**config.mk**
```make
export PLATFORM = sky130hd
export DESIGN_NAME = ram_fifo_ctrl
export DESIGN_NICKNAME = d
export VERILOG_FILES = /design/src/rtl/ram_fifo_ctrl.sv
export SDC_FILE = /design/constraint.sdc
export NUM_CORES = 1
export LEC_CHECK = 0
export BUFFER_PORTS_ARGS = -buffer_cell sky130_fd_sc_hd__buf_2
export CORE_MARGIN = 1.5
export CORE_UTILIZATION = 35
export CTS_CLUSTER_DIAMETER = 200
export DETAILED_ROUTE_END_ITERATION = 12
export PLACE_DENSITY = 0.63
export SLEW_MARGIN = 20
export SYNTH_ARGS = -nofsm -noshare
export SYNTH_HDL_FRONTEND = slang
export SYNTH_SLANG_ARGS = --single-unit
```
**constraint.sdc**
```tcl
create_clock -name clk -period 11.6 [get_ports clk]
set_clock_uncertainty 0.15 [all_clocks]
set_input_delay 1.74 -clock clk [delete_from_list [all_inputs] [get_ports clk]]
set_output_delay 1.74 -clock clk [all_outputs]
set_load 0.03 [all_outputs]
```
**src/rtl/ram_fifo_ctrl.sv**
```systemverilog
// FIFO controller wrapped around a simple dual-port RAM with a registered read port.
// Upstream valid/ready writes go straight into the RAM. A 2-entry skid buffer absorbs
// the RAM's one-cycle read latency and presents a valid/ready read stream downstream.
// Both RAM clocks are expected to be tied to clk.
module ram_fifo_ctrl #(
  parameter int unsigned D_WIDTH = 16,
  parameter int unsigned A_WIDTH = 5
) (
  input  logic               clk,
  input  logic               rst_n,
  input  logic               flush,
  // Upstream write stream
  input  logic               wr_valid,
  input  logic [D_WIDTH-1:0] wr_data,
  output logic               wr_ready,
  // Downstream read stream
  output logic               rd_valid,
  output logic [D_WIDTH-1:0] rd_data,
  input  logic               rd_ready,
  // Total words held: RAM + in-flight read + skid buffer
  output logic [A_WIDTH:0]   level,
  // RAM write port
  output logic [A_WIDTH-1:0] ram_address_write,
  output logic [D_WIDTH-1:0] ram_data_write,
  output logic               ram_write_enable,
  // RAM read port (data returns one cycle after the address)
  output logic [A_WIDTH-1:0] ram_address_read,
  input  logic [D_WIDTH-1:0] ram_data_read
);

  // Count value meaning "RAM completely full" (DEPTH = 2**A_WIDTH).
  localparam logic [A_WIDTH:0]   DepthCnt = {1'b1, {A_WIDTH{1'b0}}};
  localparam logic [A_WIDTH:0]   CntOne   = {{A_WIDTH{1'b0}}, 1'b1};
  localparam logic [A_WIDTH-1:0] PtrOne   = {{(A_WIDTH-1){1'b0}}, 1'b1};

  // RAM-side state
  logic [A_WIDTH-1:0] wr_ptr_q, wr_ptr_d;
  logic [A_WIDTH-1:0] rd_ptr_q, rd_ptr_d;
  logic [A_WIDTH:0]   ram_count_q, ram_count_d;
  logic               inflight_q, inflight_d;

  // Skid buffer state
  logic [D_WIDTH-1:0] obuf_q [2];
  logic               obuf_head_q, obuf_head_d;
  logic               obuf_tail_q, obuf_tail_d;
  logic [1:0]         obuf_count_q, obuf_count_d;

  // Handshake and control strobes
  logic       push;
  logic       pop;
  logic       issue;
  logic       capture;
  logic [2:0] obuf_claim;

  // Handshakes, issue decision and the RAM port drive.
  always_comb begin
    // Gating with rst_n keeps wr_ready low for the whole reset window, not just after it.
    wr_ready = rst_n && !flush && (ram_count_q != DepthCnt);
    rd_valid = !flush && (obuf_count_q != 2'd0);
    rd_data  = obuf_q[obuf_head_q];

    push    = wr_valid && wr_ready;
    pop     = rd_valid && rd_ready;
    capture = inflight_q && !flush;

    // Skid slots spoken for next cycle: words already held plus the one returning,
    // minus the one leaving now. Issuing is only safe while this stays below 2.
    obuf_claim = {2'b00, inflight_q} + {1'b0, obuf_count_q} - {2'b00, pop};
    // ram_count_q is registered, so a word written this cycle is never read this cycle.
    issue      = (ram_count_q != '0) && (obuf_claim < 3'd2) && !flush;

    ram_address_write = wr_ptr_q;
    ram_data_write    = wr_data;
    ram_write_enable  = push;
    ram_address_read  = rd_ptr_q;

    level = ram_count_q
          + {{A_WIDTH{1'b0}}, inflight_q}
          + {{(A_WIDTH-1){1'b0}}, obuf_count_q};
  end

  // Next-state for pointers, counts and skid-buffer bookkeeping; flush wins over everything.
  always_comb begin
    wr_ptr_d     = wr_ptr_q;
    rd_ptr_d     = rd_ptr_q;
    ram_count_d  = ram_count_q;
    inflight_d   = inflight_q;
    obuf_head_d  = obuf_head_q;
    obuf_tail_d  = obuf_tail_q;
    obuf_count_d = obuf_count_q;

    if (flush) begin
      wr_ptr_d     = '0;
      rd_ptr_d     = '0;
      ram_count_d  = '0;
      inflight_d   = 1'b0;
      obuf_head_d  = 1'b0;
      obuf_tail_d  = 1'b0;
      obuf_count_d = 2'd0;
    end else begin
      // Pointers wrap naturally because DEPTH is a power of two.
      if (push)  wr_ptr_d = wr_ptr_q + PtrOne;
      if (issue) rd_ptr_d = rd_ptr_q + PtrOne;

      unique case ({push, issue})
        2'b10:   ram_count_d = ram_count_q + CntOne;
        2'b01:   ram_count_d = ram_count_q - CntOne;
        default: ram_count_d = ram_count_q;
      endcase

      inflight_d = issue;

      if (capture) obuf_tail_d = ~obuf_tail_q;
      if (pop)     obuf_head_d = ~obuf_head_q;

      unique case ({capture, pop})
        2'b10:   obuf_count_d = obuf_count_q + 2'd1;
        2'b01:   obuf_count_d = obuf_count_q - 2'd1;
        default: obuf_count_d = obuf_count_q;
      endcase
    end
  end

  // Control state registers.
  always_ff @(posedge clk or negedge rst_n) begin
    if (!rst_n) begin
      wr_ptr_q     <= '0;
      rd_ptr_q     <= '0;
      ram_count_q  <= '0;
      inflight_q   <= 1'b0;
      obuf_head_q  <= 1'b0;
      obuf_tail_q  <= 1'b0;
      obuf_count_q <= 2'd0;
    end else begin
      wr_ptr_q     <= wr_ptr_d;
      rd_ptr_q     <= rd_ptr_d;
      ram_count_q  <= ram_count_d;
      inflight_q   <= inflight_d;
      obuf_head_q  <= obuf_head_d;
      obuf_tail_q  <= obuf_tail_d;
      obuf_count_q <= obuf_count_d;
    end
  end

  // Skid-buffer storage: the returning RAM word lands in the tail slot.
  always_ff @(posedge clk or negedge rst_n) begin
    if (!rst_n) begin
      obuf_q[0] <= '0;
      obuf_q[1] <= '0;
    end else if (capture) begin
      obuf_q[obuf_tail_q] <= ram_data_read;
    end
  end

`ifndef SYNTHESIS
  // Internal consistency checks for simulation.
  a_obuf_count_range : assert property (@(posedge clk) disable iff (!rst_n)
    obuf_count_q != 2'd3);
  a_ram_count_range : assert property (@(posedge clk) disable iff (!rst_n)
    ram_count_q <= DepthCnt);
  a_no_obuf_overflow : assert property (@(posedge clk) disable iff (!rst_n)
    !(capture && !pop && (obuf_count_q == 2'd2)));
  a_no_read_when_empty : assert property (@(posedge clk) disable iff (!rst_n)
    !(issue && (ram_count_q == '0)));
`endif

endmodule
```
# ---- Word level (Yosys, flattened, before mapping)
# Cells that the tools add are included.
dict set report classes {
  n_mux 19
  eq_ne 5
  n_reduce_logical 18
  n_lt_le_gt_ge 4
  add_sub_neg 10
  n_bitwise 4
}
# op n
set ops {}
lappend ops {{two-way mux 16 bit} 4}
lappend ops {{bitwise mux 32 bit} 1}
lappend ops {{two-way mux 5 bit} 4}
lappend ops {{demux 16 bit (select 1 bit)} 1}
lappend ops {{one-hot mux 6 bit (2 select lines)} 1}
lappend ops {{adder 5 x 1 -> 5 bit, second input constant} 2}
lappend ops {{nonzero test 2 bit} 5}
lappend ops {{logical AND 1 bit} 9}
lappend ops {{adder 6 x 1 -> 6 bit} 1}
lappend ops {{adder 6 x 1 -> 6 bit, second input constant} 1}
lappend ops {{adder 6 x 2 -> 6 bit} 1}
lappend ops {{two-way mux 6 bit} 1}
lappend ops {{!= test 6 bit, second input constant} 1}
lappend ops {{nonzero test 3 bit} 2}
lappend ops {{nonzero test 6 bit} 1}
lappend ops {{subtractor 6 x 1 -> 6 bit, second input constant} 1}
lappend ops {{two-way mux 1 bit} 5}
lappend ops {{== test 2 x 1 -> 1 bit, second input constant} 2}
lappend ops {{== test 2 bit, second input constant} 2}
lappend ops {{greater-or-equal comparator 2 bit, second input constant} 2}
lappend ops {{inverter 1 -> 2 bit} 2}
lappend ops {{one-hot mux 2 bit (2 select lines)} 1}
lappend ops {{adder 1 x 2 -> 3 bit} 1}
lappend ops {{less-than comparator 3 x 2 -> 1 bit, second input constant} 1}
lappend ops {{7 further kinds} 8}
dict set report totals {
  reg_bits 53
  output_inout_bits 51
  wordCells 69
  input_bits 37
}

# ---- Logic depth before layout (Yosys ltp)
# Gate-level depths: netlist of the first run.
dict set report depth {
  depth_word 10
  mapped_depth 14
}

# ---- Least setup slack after synthesis of the first run
# No wires, ideal clock.
dict set report synth_timing {
  kind {input-to-reg}
  from {in flush}
  to {reg ram_count_q[5]}
  path_slack_ns 5.848
  n_path_buf 1
  t_arrival_ns 5.474
  cell_stages 14
  cell_sequence {clkbuf_1 nor3_1 ha_1 nand2b_1 fa_1 xnor2_1 o311ai_2 nor3_1 ha_1 a211oi_1 o21bai_1 a21oi_1 mux2i_1 mux2_1}
}
dict set report synth_via {
  elab_chain_cells 10
  word_cells_on_any_way 15
  cone_classes {add/sub (1); order compare (1); eq/ne (2); mux (2); reduce/logical (9)}
}
# element line
set synth_lines {}
lappend synth_lines {{from (decl)} 11} ;# input logic flush,
lappend synth_lines {{logical NOT 1 bit} {58, 59, 70}}
lappend synth_lines {{logical AND 1 bit} 59} ;# rd_valid = !flush && (obuf_count_q != 2'd0);
lappend synth_lines {{logical AND 1 bit} 63} ;# pop = rd_valid && rd_ready;
lappend synth_lines {{subtractor 3 x 1 -> 3 bit} 68} ;# obuf_claim = {2'b00, inflight_q} + {1'b0, obuf_count_q} - {2'b00, pop};
lappend synth_lines {{less-than comparator 3 x 2 -> 1 bit} 70} ;# issue = (ram_count_q != '0) && (obuf_claim < 3'd2) && !flush;
lappend synth_lines {{logical AND 1 bit (2 in a row)} 70}
lappend synth_lines {{== test 2 x 1 -> 1 bit or == test 2 bit (tied branches)} 105} ;# unique case ({push, issue})
lappend synth_lines {{one-hot mux 6 bit (2 select lines)} 105}
lappend synth_lines {{two-way mux 6 bit} 92} ;# if (flush) begin
lappend synth_lines {{to (signal assigned)} 137} ;# ram_count_q <= ram_count_d;
lappend synth_lines {{to (decl)} 39} ;# logic [A_WIDTH:0] ram_count_q, ram_count_d;
# Parallel ways exist; a longest one is shown, timed or not.
# A chain may end at the register's enable or synchronous reset.

# ---- Worst setup path after layout of the first run
# Ends and elaborated chain as after synthesis.

==> metrics.md, run 1 <==
| Metric | Value |
|---|---|
| Number of nets produced by synthesis | 291 |
| Resized Gates After CTS | 0 |
| Number of global-route vias before repair | 1879 |
| Vertical die dimension | 94.0 um |
| Number of placed instances, taps included | 375 |
| Gate count after technology mapping | 242 |
| Antenna fix cells | 0 |
| Die area | 0.00883 mm^2 |
| Flop-to-flop setup slack | 6750 ps |
| Total wire length after detailed routing | 5.40 mm |
| Die Span X | 94.0 um |
| Unrepaired setup endpoints after global routing | false |
| Most frequent cells in the layout | buf_2, dfrtp_1, mux2_2 |
| Cell breakdown of the critical path | buf_2 > nor3_1 > ha_1 > nand2b_1 > fa_1 > xnor2_1 > o311ai_2 > nor3_1 > ha_1 > a211oi_1 > o21bai_1 > a21oi_1 > mux2i_1 > mux2_1 |
| Most common library cell in the layout ignoring fill and taps | buf_2 |
| Maximum count of clock buffers along a single path | 2 |
| Final hold vios | 0 |
| Static leakage | 1.54 nW |
| Element type at the critical path start | input port |
| Max-slew violation count | 0 |
| Clock buffer count from CTS | 5 |
| GR peak layer | met2 |
| Share of post-route cells with drive strength above 1 | 41.6% |
| Count of input and output buffers | 55 |
| Power density over cell area | 269 mW/mm^2 |
| Class of the most critical setup path | in2reg |
| FF+latch count, synth | 53 |
| Post-route setup slack | 5610 ps |
| Combined area of all synthesized cells | 0.00290 mm^2 |
| Met3 demand-to-capacity share in global routing | 3.07% |
| Number of setup buffers added after CTS | 0 |
| Remaining antenna violation count after routing | 0 |
| Critical Path Fanout Max | 27 |
| Global-route wire length before repair | 9.20 mm |
| Hold WC Path Type | reg2reg |
| Cell taking the most area after synthesis | dfrtp_1 |
| Crit path capture type | flop |
| Mean number of vias per cell | 4.90 |
| Final worst path period need | 5990 ps |
| Final #Nets | 329 |
| Clock insertion delay at the later pin of the skew report | 300 ps |
| Met1 Resource Use GR | 17.8% |
| Top post-synthesis cells by area | dfrtp_1, mux2_2, buf_4 |
| Final GP Congestion | 0.790 |
| Root buffer cell | clkbuf_8 |
| GR Util met2 | 21.1% |
| Dpl ws | 5300 ps |
| Maximum capacitance violations | 0 |
| First-iteration detailed-routing DRC count | 103 |
| Share of the yosys chip area belonging to registers | 45.8% |
| Global route overflow | 0 |
| Most instantiated flip-flop cell in the synthesis netlist | dfrtp_1 |
| Headroom to the max-slew limit | 42.2% |
| Run status | finished, final reports clean |
| Slowest-stage cell, CP | nor3_1 |
| Final worst-path cycle share | 51.7% |
| Placement row count | 32 |
| Maximum number of pins on one net before global-route repair | 56 |
| Via count | 1878 |
| Setup violators final | 0 |
| WP data arrival | 6040 ps |
| DRC | 0 |
| Number of antenna violations at the first check in global routing | 0 |
| Unique cell type count in the Yosys netlist | 36 |
| Count of TritonRoute iterations in the first routing pass | 4 |
| Clk pin slew, worst setup/hold paths | 100 ps |
| Detail Placement HPWL | 3.82 mm |
| Area of the core | 0.00785 mm^2 |
| Post-cts hold buffer count | 0 |
| Final total negative setup slack | 0 ps |
| CTS H-Tree Depth | 2 |
| Worst-case vdd ir drop | 0.0919 mV |
| Non-Filler Instances | 383 |
| Gr usage total | 13.2% |
| Proportion of synthesized flip-flops having asynchronous set or reset | 100% |
| Required time at the endpoint of the critical path | 11640 ps |
| # clock sinks | 53 |
| Peak Freq | 167 MHz |
| Area share of the leading cell type in the synthesized netlist | 45.8% |
| Area growth from synthesis to layout | 11.8% |
| Final Core Density | 41.2% |
| Count of synthesis-stage warnings from yosys | 0 |
| Io pins | 88 |
| Routed length per placed instance | 14.1 um |
| Worst path max stage delay | 610 ps |
| Initial standard-cell utilization of the core | 36.9% |
| Synthesized area divided by synthesized cell count | 12.0 um^2 |
| Total of fill cells in the finished design | 790 |
| Clock tree from TritonCTS | done |
| Actual transition at the worst max-transition pin | 865 ps |
| Post-synth EDFFs | 0 |
-- final timing paths --
path                                        startpoint                         endpoint  cells past startpoint
max                                              flush       ram_count_q[5]$_DFFE_PN0P_                     14
min                             obuf_q[12]$_DFFE_PN0P_           obuf_q[12]$_DFFE_PN0P_                      1
max reg2reg                obuf_count_q[1]$_DFFE_PN0P_       ram_count_q[5]$_DFFE_PN0P_                     14
min reg2reg                     obuf_q[12]$_DFFE_PN0P_           obuf_q[12]$_DFFE_PN0P_                      1
max in group asynchronous                        rst_n  ram_address_read[0]$_DFFE_PN0P_                      2
min in group asynchronous                        rst_n           obuf_q[23]$_DFFE_PN0P_                      2
-- critical path: cells and delay by family --
family          cells  cell delay, ps
simple gates        3            1290
fa+ha+maj           3            1090
compound gates      4             760
mux                 2             550
xor+xnor            1             350
buf+inv             1             260
-- where the power goes --
part | internal, mW | total, mW | switching, mW
clock | 0.0432 | 0.104 | 0.0607
sequential | 0.255 | 0.311 | 0.0553
combinational | 0.201 | 0.455 | 0.254
total | 0.499 | 0.870 | 0.370
-- per-stage QoR --
stage	area [um^2]	power (mW)	hold slack, ps
after detailed placement	3150	0.777	343
after global placement	3150	0.766	333
after floorplan	2900	0.682	324
final	3240	0.870	359
after global routing	3240	0.936	375
after CTS	3240	0.884	367
-- cells in the mapped netlist, drive strengths merged, types with 5 or more instances --
cell type,number
a21oi,6
buf,22
dfrtp,53
ha,8
inv,8
mux2,50
mux2i,6
nand2,5
nor2,23
nor3,5
xnor2,11
xor2,8
-- kinds of logic after synthesis --
logic type	share of synthesized area [%]
mux	21.5
flops	45.8
simple gates	7.17
buf+inv	6.87
fa+ha+maj	6.22
xor+xnor	5.75
compound gates	6.66
-- state kept, by name, summed over array words and instances, names as in the netlist --
signal             count
ram_address_read       5
ram_count_q            6
ram_address_write      5
inflight_q             1
obuf_count_q           2
obuf_head_q            1
obuf_q                32
obuf_tail_q            1
-- metal layers --
layer / wire (um) / vias to the layer above
met4: 9 / 0
met2: 2610 / 36
met5: 0 / -
met1: 2550 / 934
met3: 242 / 3
li1: - / 905
-- area by class of cell --
type	count	area (um^2)	area share [%]
multi-input combinational	155	1380	42.5
sequential	53	1330	41.0
timing repair buffer	57	290	8.97
tap	102	128	3.94
clock buffer	6	72.6	2.24
inverter	8	30.0	0.928
clock inverter	2	13.8	0.425
No activity file was read; power rests on OpenSTA's default activity.
==> run 2: changes to the inputs <==
ABC_AREA = 1   (was unset)
PLACE_DENSITY = 0.65   (was 0.63)
clock period = 5.5 ns   (was 11.6 ns; I/O delays follow)
==> run 2 against run 1 <==
Effect of this change: combinational power up 120%; count of clock-buffer cells in the layout is the same; non-clock buffer count down 1; worst hold slack worse by 15 ps; area after synthesis is 3.5% higher; die area grew 3.3%; synthesized cell count grew 40%; via count is 19% higher; design area is 2.9% higher; critical path depth up 7; worst setup slack lost 3900 ps; cell count increased by 25%.
==> metrics.md, run 2 <==
| Metric | Value |
|---|---|
| Final worst path period need | 3820 ps |
| Global-route wire length before repair | 9.92 mm |
| Placement row count | 33 |
| Area of the core | 0.00826 mm^2 |
| Count of input and output buffers | 55 |
| Class of the most critical setup path | in2reg |
| First-iteration detailed-routing DRC count | 82 |
| Number of antenna violations at the first check in global routing | 0 |
| Final Core Density | 40.3% |
| Compound-Gate Fraction of Synth Area | 10.4% |
| Actual transition at the worst max-transition pin | 936 ps |
| Final total negative setup slack | 0 ps |
| Number of nets produced by synthesis | 387 |
| Most used standard cell by instance count after synthesis | nand2_1 |
| Top post-synthesis cells by area | dfrtp_1, nand2_1, o21ai_0 |
| Post-synth EDFFs | 0 |
| Cell types with the highest counts after synthesis | nand2_1, dfrtp_1, o21ai_0 |
| Max FFs per register | 32 |
| Non-Filler Instances | 480 |
| Synthesized area divided by synthesized cell count | 8.86 um^2 |
| DRC | 0 |
| Final hold vios | 0 |
| # clock sinks | 53 |
| Synth Area in XOR/XNOR | 2.34% |
| Area share of the leading cell type in the synthesized netlist | 44.3% |
| Clk pin slew, worst setup/hold paths | 100 ps |
| Peak Freq | 262 MHz |
| Unique cell type count in the Yosys netlist | 33 |
| Required time at the endpoint of the critical path | 5600 ps |
| Power density over cell area | 569 mW/mm^2 |
| Biggest register | obuf_q |
| Maximum capacitance violations | 0 |
| Met2 wirelength from detailed routing | 2.57 mm |
| Detailed-routed wire length on met3 | 423 um |
| WP data arrival | 3930 ps |
| Global route overflow | 0 |
| Final #Nets | 423 |
| Most common library cell in the layout ignoring fill and taps | nand2_1 |
| Die Span X | 95.5 um |
| Worst-case vdd ir drop | 0.291 mV |
| Clock insertion delay at the later pin of the skew report | 310 ps |
| Routed length per placed instance | 12.5 um |
| Largest registers | obuf_q (32), ram_count_q (6) |
| Number of global-route vias before repair | 2111 |
| Share of the yosys chip area belonging to registers | 44.3% |
| Gr usage total | 13.9% |
| Largest family of logic cells by synthesized area | simple AND/OR/NAND/NOR gates |
| Most instantiated flip-flop cell in the synthesis netlist | dfrtp_1 |
| Multiplexer share of the synthesized area | 6.02% |
| Total wire length after detailed routing | 5.98 mm |
| Critical Path Fanout Max | 8 |
| Vertical die dimension | 95.5 um |
| Final GP Congestion | 0.821 |
| Sum of internal, switching and leakage power | 1.89 mW |
| Clock buffer count from CTS | 5 |
| Count of synthesis-stage warnings from yosys | 0 |
| Element type at the critical path start | input port |
| Count of TritonRoute iterations in the first routing pass | 4 |
| Unrepaired setup endpoints after global routing | false |
| Root buffer cell | clkbuf_8 |
| Proportion of synthesized flip-flops having asynchronous set or reset | 100% |
| Post-synthesis adder-cell area fraction | 6.02% |
| Initial standard-cell utilization of the core | 36.3% |
| Area growth from synthesis to layout | 11.2% |
| Via count | 2234 |
| Mean number of vias per cell | 4.65 |
| CTS H-Tree Depth | 2 |
| Max layer used | met4 |
| Run status | finished, final reports clean |
| Headroom to the max-slew limit | 37.5% |
| Share of post-route cells with drive strength above 1 | 28.5% |
| FF+latch count, synth | 53 |
| Synthesized-area fraction occupied by and/or/nand/nor cells | 19.3% |
| Die area | 0.00912 mm^2 |
| Io pins | 88 |
| Gate count after technology mapping | 338 |
| Crit path capture type | flop |
| Antenna fix cells | 0 |
| Final worst-path cycle share | 69.5% |
| Most frequent cells in the layout | nand2_1, buf_2, dfrtp_1 |
| Resized Gates After CTS | 0 |
| Combined area of all synthesized cells | 0.00300 mm^2 |
| Number of setup buffers added after CTS | 0 |
| Cell taking the most area after synthesis | dfrtp_1 |
| Number of placed instances, taps included | 472 |
| Hold WC Path Type | reg2reg |
| Remaining antenna violation count after routing | 0 |
| Post-cts hold buffer count | 0 |
| Metal1 wirelength | 2.95 mm |
| Setup violators final | 0 |
| Max-slew violation count | 0 |
| Maximum number of pins on one net before global-route repair | 54 |
| Static leakage | 1.76 nW |
| Maximum count of clock buffers along a single path | 2 |
| Clock tree from TritonCTS | done |
| Detail Placement HPWL | 4.25 mm |
## run 2: changes by cell type after synthesis, moves of 4 or more
cell     before  now
nor2_1       23   10
o21ai_2       0    4
mux2_2       49   16
nand2_1       5   69
inv_1         8   41
nor3_1        5    1
nor2_2        0    5
o21ai_0       4   43
mux2i_1       6    0
xnor2_1      11    2
nand3_1       4   19
## run 2: layer usage
metal	track usage, %	vias up
li1	-	1141
met1	18.5	1029
met2	21.8	55
met3	5.10	9
met4	2.33	0
met5	0	-
## run 2: logic make-up (layout without fill, tap and decap cells)
kind of cell,Yosys count,in the layout
simple gates,119,119
buf+inv,72,109
compound gates,58,58
flops,53,53
mux,16,16
fa+ha+maj,12,12
xor+xnor,8,8
## run 2: where the power goes
part	internal [mW]	switching, mW	leakage [nW]	total [mW]
logic	0.352	0.634	1.01	0.985
registers	0.540	0.127	0.695	0.666
clock network	0.104	0.139	0.0478	0.243
## run 2: path summary, 6_finish.rpt
path / startpoint / depth (start not counted) / to / slack (ps)
max: flush / 21 / ram_count_q[5]$_DFFE_PN0P_ / 1680
min: obuf_q[8]$_DFFE_PN0P_ / 2 / obuf_q[8]$_DFFE_PN0P_ / 340
max reg2reg: obuf_count_q[1]$_DFFE_PN0P_ / 21 / ram_count_q[5]$_DFFE_PN0P_ / 1730
min reg2reg: obuf_q[8]$_DFFE_PN0P_ / 2 / obuf_q[8]$_DFFE_PN0P_ / 340
max in group asynchronous: rst_n / 2 / ram_count_q[3]$_DFFE_PN0P_ / 4250
min in group asynchronous: rst_n / 2 / obuf_head_q$_DFFE_PN0P_ / 510
## run 2: layout make-up
| class | instances | area (um^2) |
|---|---|---|
| fill | 858 | 4930 |
| timing repair buffer | 56 | 283 |
| clock buffer | 6 | 82.6 |
| inverter | 45 | 171 |
| multi-input combinational | 213 | 1320 |
| tap | 105 | 131 |
| sequential | 53 | 1330 |
| clock inverter | 2 | 16.3 |
## run 2: critical path, stage by stage
cell and delay (ps):
buf_2 170, a21oi_1 170, nand2_1 140, inv_1 100, ha_1 220, or2_2 300, fa_1 400, inv_1 70
nand2_1 60, nand3_1 80, nor2_1 50, nand3_1 120, inv_1 130, ha_1 380, nand4_1 100, or2_2 280
nand3_1 90, inv_1 50, nand3_1 70, nand3_1 70, nand2_1 60
## run 2: through the flow
step                      instance area (um^2)  setup WS (ps)  hold WS (ps)
after floorplan                           3000           1140           298
after global placement                    3230           1470           311
after detailed placement                  3230           1350           321
after CTS                                 3330           1670           347
after global routing                      3330           1370           371
final                                     3330           1680           344
==> run 3: changes to the inputs <==
clock period = 3.1 ns   (was 5.5 ns; I/O delays follow)
==> run 3 against run 2 <==
Effect of this change: the flow now finishes with violations (negative setup slack); global-route usage rose by 0.35 points; worst hold slack got worse by 220 ps; wire length rose by 3.6%.
==> metrics.md, run 3 (synthesized netlist as in run 2, its figures left out) <==
| Metric | Value |
|---|---|
| Run status | finished with violations |
| Failing checks | negative setup slack |
| CTS H-Tree Depth | 2 |
| Max-slew violation count | 0 |
| Biggest register | obuf_q |
| Final worst hold slack | 123 ps |
| Setup violators final | 3 |
| Total wire length after detailed routing | 6.19 mm |
| Maximum number of pins on one net before global-route repair | 54 |
| Multi-input combinational cell area | 0.00146 mm^2 |
| Class of the most critical setup path | reg2reg |
| WP data arrival | 3190 ps |
| Post-cts hold buffer count | 0 |
| Reg-to-Reg End | ram_count_q[5]$_DFFE_PN0P_ |
| Die Span X | 95.5 um |
| Flop-to-flop setup slack | -30 ps |
| Total of fill cells in the finished design | 844 |
| Detail Placement HPWL | 4.35 mm |
| Element type at the critical path start | flop |
| Final worst-path cycle share | 101% |
| Final total negative setup slack | -37.0 ps |
| Vertical die dimension | 95.5 um |
| Maximum count of clock buffers along a single path | 2 |
| Peak Freq | 319 MHz |
| Count of TritonRoute iterations in the first routing pass | 4 |
| Global route overflow | 0 |
| Remaining antenna violation count after routing | 0 |
| Largest registers | obuf_q (32), ram_count_q (6) |
| Area of the core | 0.00826 mm^2 |
| Placement row count | 33 |
| Critical Path Fanout Max | 5 |
| Seq. cell area | 0.00133 mm^2 |
| Actual transition at the worst max-transition pin | 947 ps |
| Number of cell instances on the worst register-to-register path | 18 |
| Share of post-route cells with drive strength above 1 | 38.0% |
| Die area | 0.00912 mm^2 |
| Required time at the endpoint of the critical path | 3160 ps |
| Max FFs per register | 32 |
| First-iteration detailed-routing DRC count | 78 |
| Clock buffer count from CTS | 5 |
| Final #Nets | 443 |
| Headroom to the max-slew limit | 36.7% |
| Count of input and output buffers | 55 |
| Global-route wire length before repair | 10.2 mm |
| Number of global-route vias before repair | 2245 |
| Power density over cell area | 1040 mW/mm^2 |
| Hold WC Path Type | in2async |
| Gr usage total | 14.2% |
| Most frequent cells in the layout | nand2_1, buf_2, dfrtp_1 |
| Io pins | 88 |
| Final worst path period need | 3130 ps |
| Post-route setup slack | -30.5 ps |
| Root buffer cell | clkbuf_8 |
| Unrepaired setup endpoints after global routing | true |
| Routed length per placed instance | 12.4 um |
| Final GP Congestion | 0.840 |
| Maximum capacitance violations | 0 |
| Via count | 2342 |
| Crit path capture type | flop |
| Clk pin slew, worst setup/hold paths | 110 ps |
| Clock insertion delay at the later pin of the skew report | 310 ps |
| Clock tree from TritonCTS | done |
| Startpoint of the lowest-slack register-to-register path | obuf_count_q[1]$_DFFE_PN0P_ |
| Mean number of vias per cell | 4.68 |
| Initial standard-cell utilization of the core | 36.3% |
| Antenna fix cells | 0 |
| Number of antenna violations at the first check in global routing | 0 |
| DRC | 0 |
| # clock sinks | 53 |
| Sum of internal, switching and leakage power | 3.82 mW |
| Static leakage | 1.87 nW |
| Area growth from synthesis to layout | 22.1% |
| Worst-case vdd ir drop | 0.503 mV |
| Final hold vios | 0 |
| Final Core Density | 44.3% |
| Most common library cell in the layout ignoring fill and taps | nand2_1 |
## run 3: repair_timing
item                                   in CTS  in global routing
setup buffers                               5                  2
gates resized for setup                     4                  7
endpoints found under the hold margin       0                  0
setup endpoints to repair                   4                  5
pin swaps                                  14                  8
## run 3: routing by layer
layer,wire length [um],global-route usage [%]
met2,2790,23.4
met5,0,0
met1,2990,18.7
met4,19,3.06
met3,397,3.91
## run 3: worst max-delay path, stage by stage (launching register included)
cell	delay, ps
dfrtp_2	380
inv_2	50
a21oi_4	150
nand2_2	80
inv_2	70
ha_4	190
or2_4	230
fa_2	550
nand3_2	90
nor2_4	120
nand3_4	110
inv_8	100
ha_4	150
nand4_1	90
or2_4	230
nand3_2	90
nand3_2	80
nand3_1	80
nand2_1	50
## run 3: worst max-delay path by stage
stage	start	endpoint	slack, ps	depth (start not counted)
floorplan	flush	ram_count_q[3]$_DFFE_PN0P_	-280	17
global placement	flush	ram_count_q[3]$_DFFE_PN0P_	-190	17
detailed placement	flush	ram_count_q[3]$_DFFE_PN0P_	-250	17
CTS	obuf_count_q[1]$_DFFE_PN0P_	ram_count_q[3]$_DFFE_PN0P_	-60	17
global route	obuf_count_q[1]$_DFFE_PN0P_	ram_count_q[3]$_DFFE_PN0P_	-190	17
finish	obuf_count_q[1]$_DFFE_PN0P_	ram_count_q[5]$_DFFE_PN0P_	-30	18
## run 3: final cells by class
type / count / area share [%]
Tap cell: 105 / 3.59
Timing Repair Buffer: 76 / 11.9
Sequential cell: 53 / 36.3
Clock buffer: 5 / 1.88
Multi-Input combinational cell: 213 / 40.0
Clock inverter: 3 / 1.37
Inverter: 45 / 4.89
## run 3: power by group
group          switching (mW)  internal, mW  leakage, nW  total (mW)
sequential              0.227         0.958        0.694        1.19
clock                   0.257         0.248       0.0603       0.506
combinational            1.25         0.872         1.11        2.13
total                    1.74          2.08         1.87        3.82
## run 3: through the flow
step / cells / cell area [um^2] / setup slack (ps)
3_5_place_dp: 485 / 3440 / -254
4_1_cts: 498 / 3610 / -59.5
3_3_place_gp: 485 / 3440 / -193
5_1_grt: 500 / 3660 / -193
2_1_floorplan: 338 / 3120 / -284
6_report: 500 / 3660 / -30.5
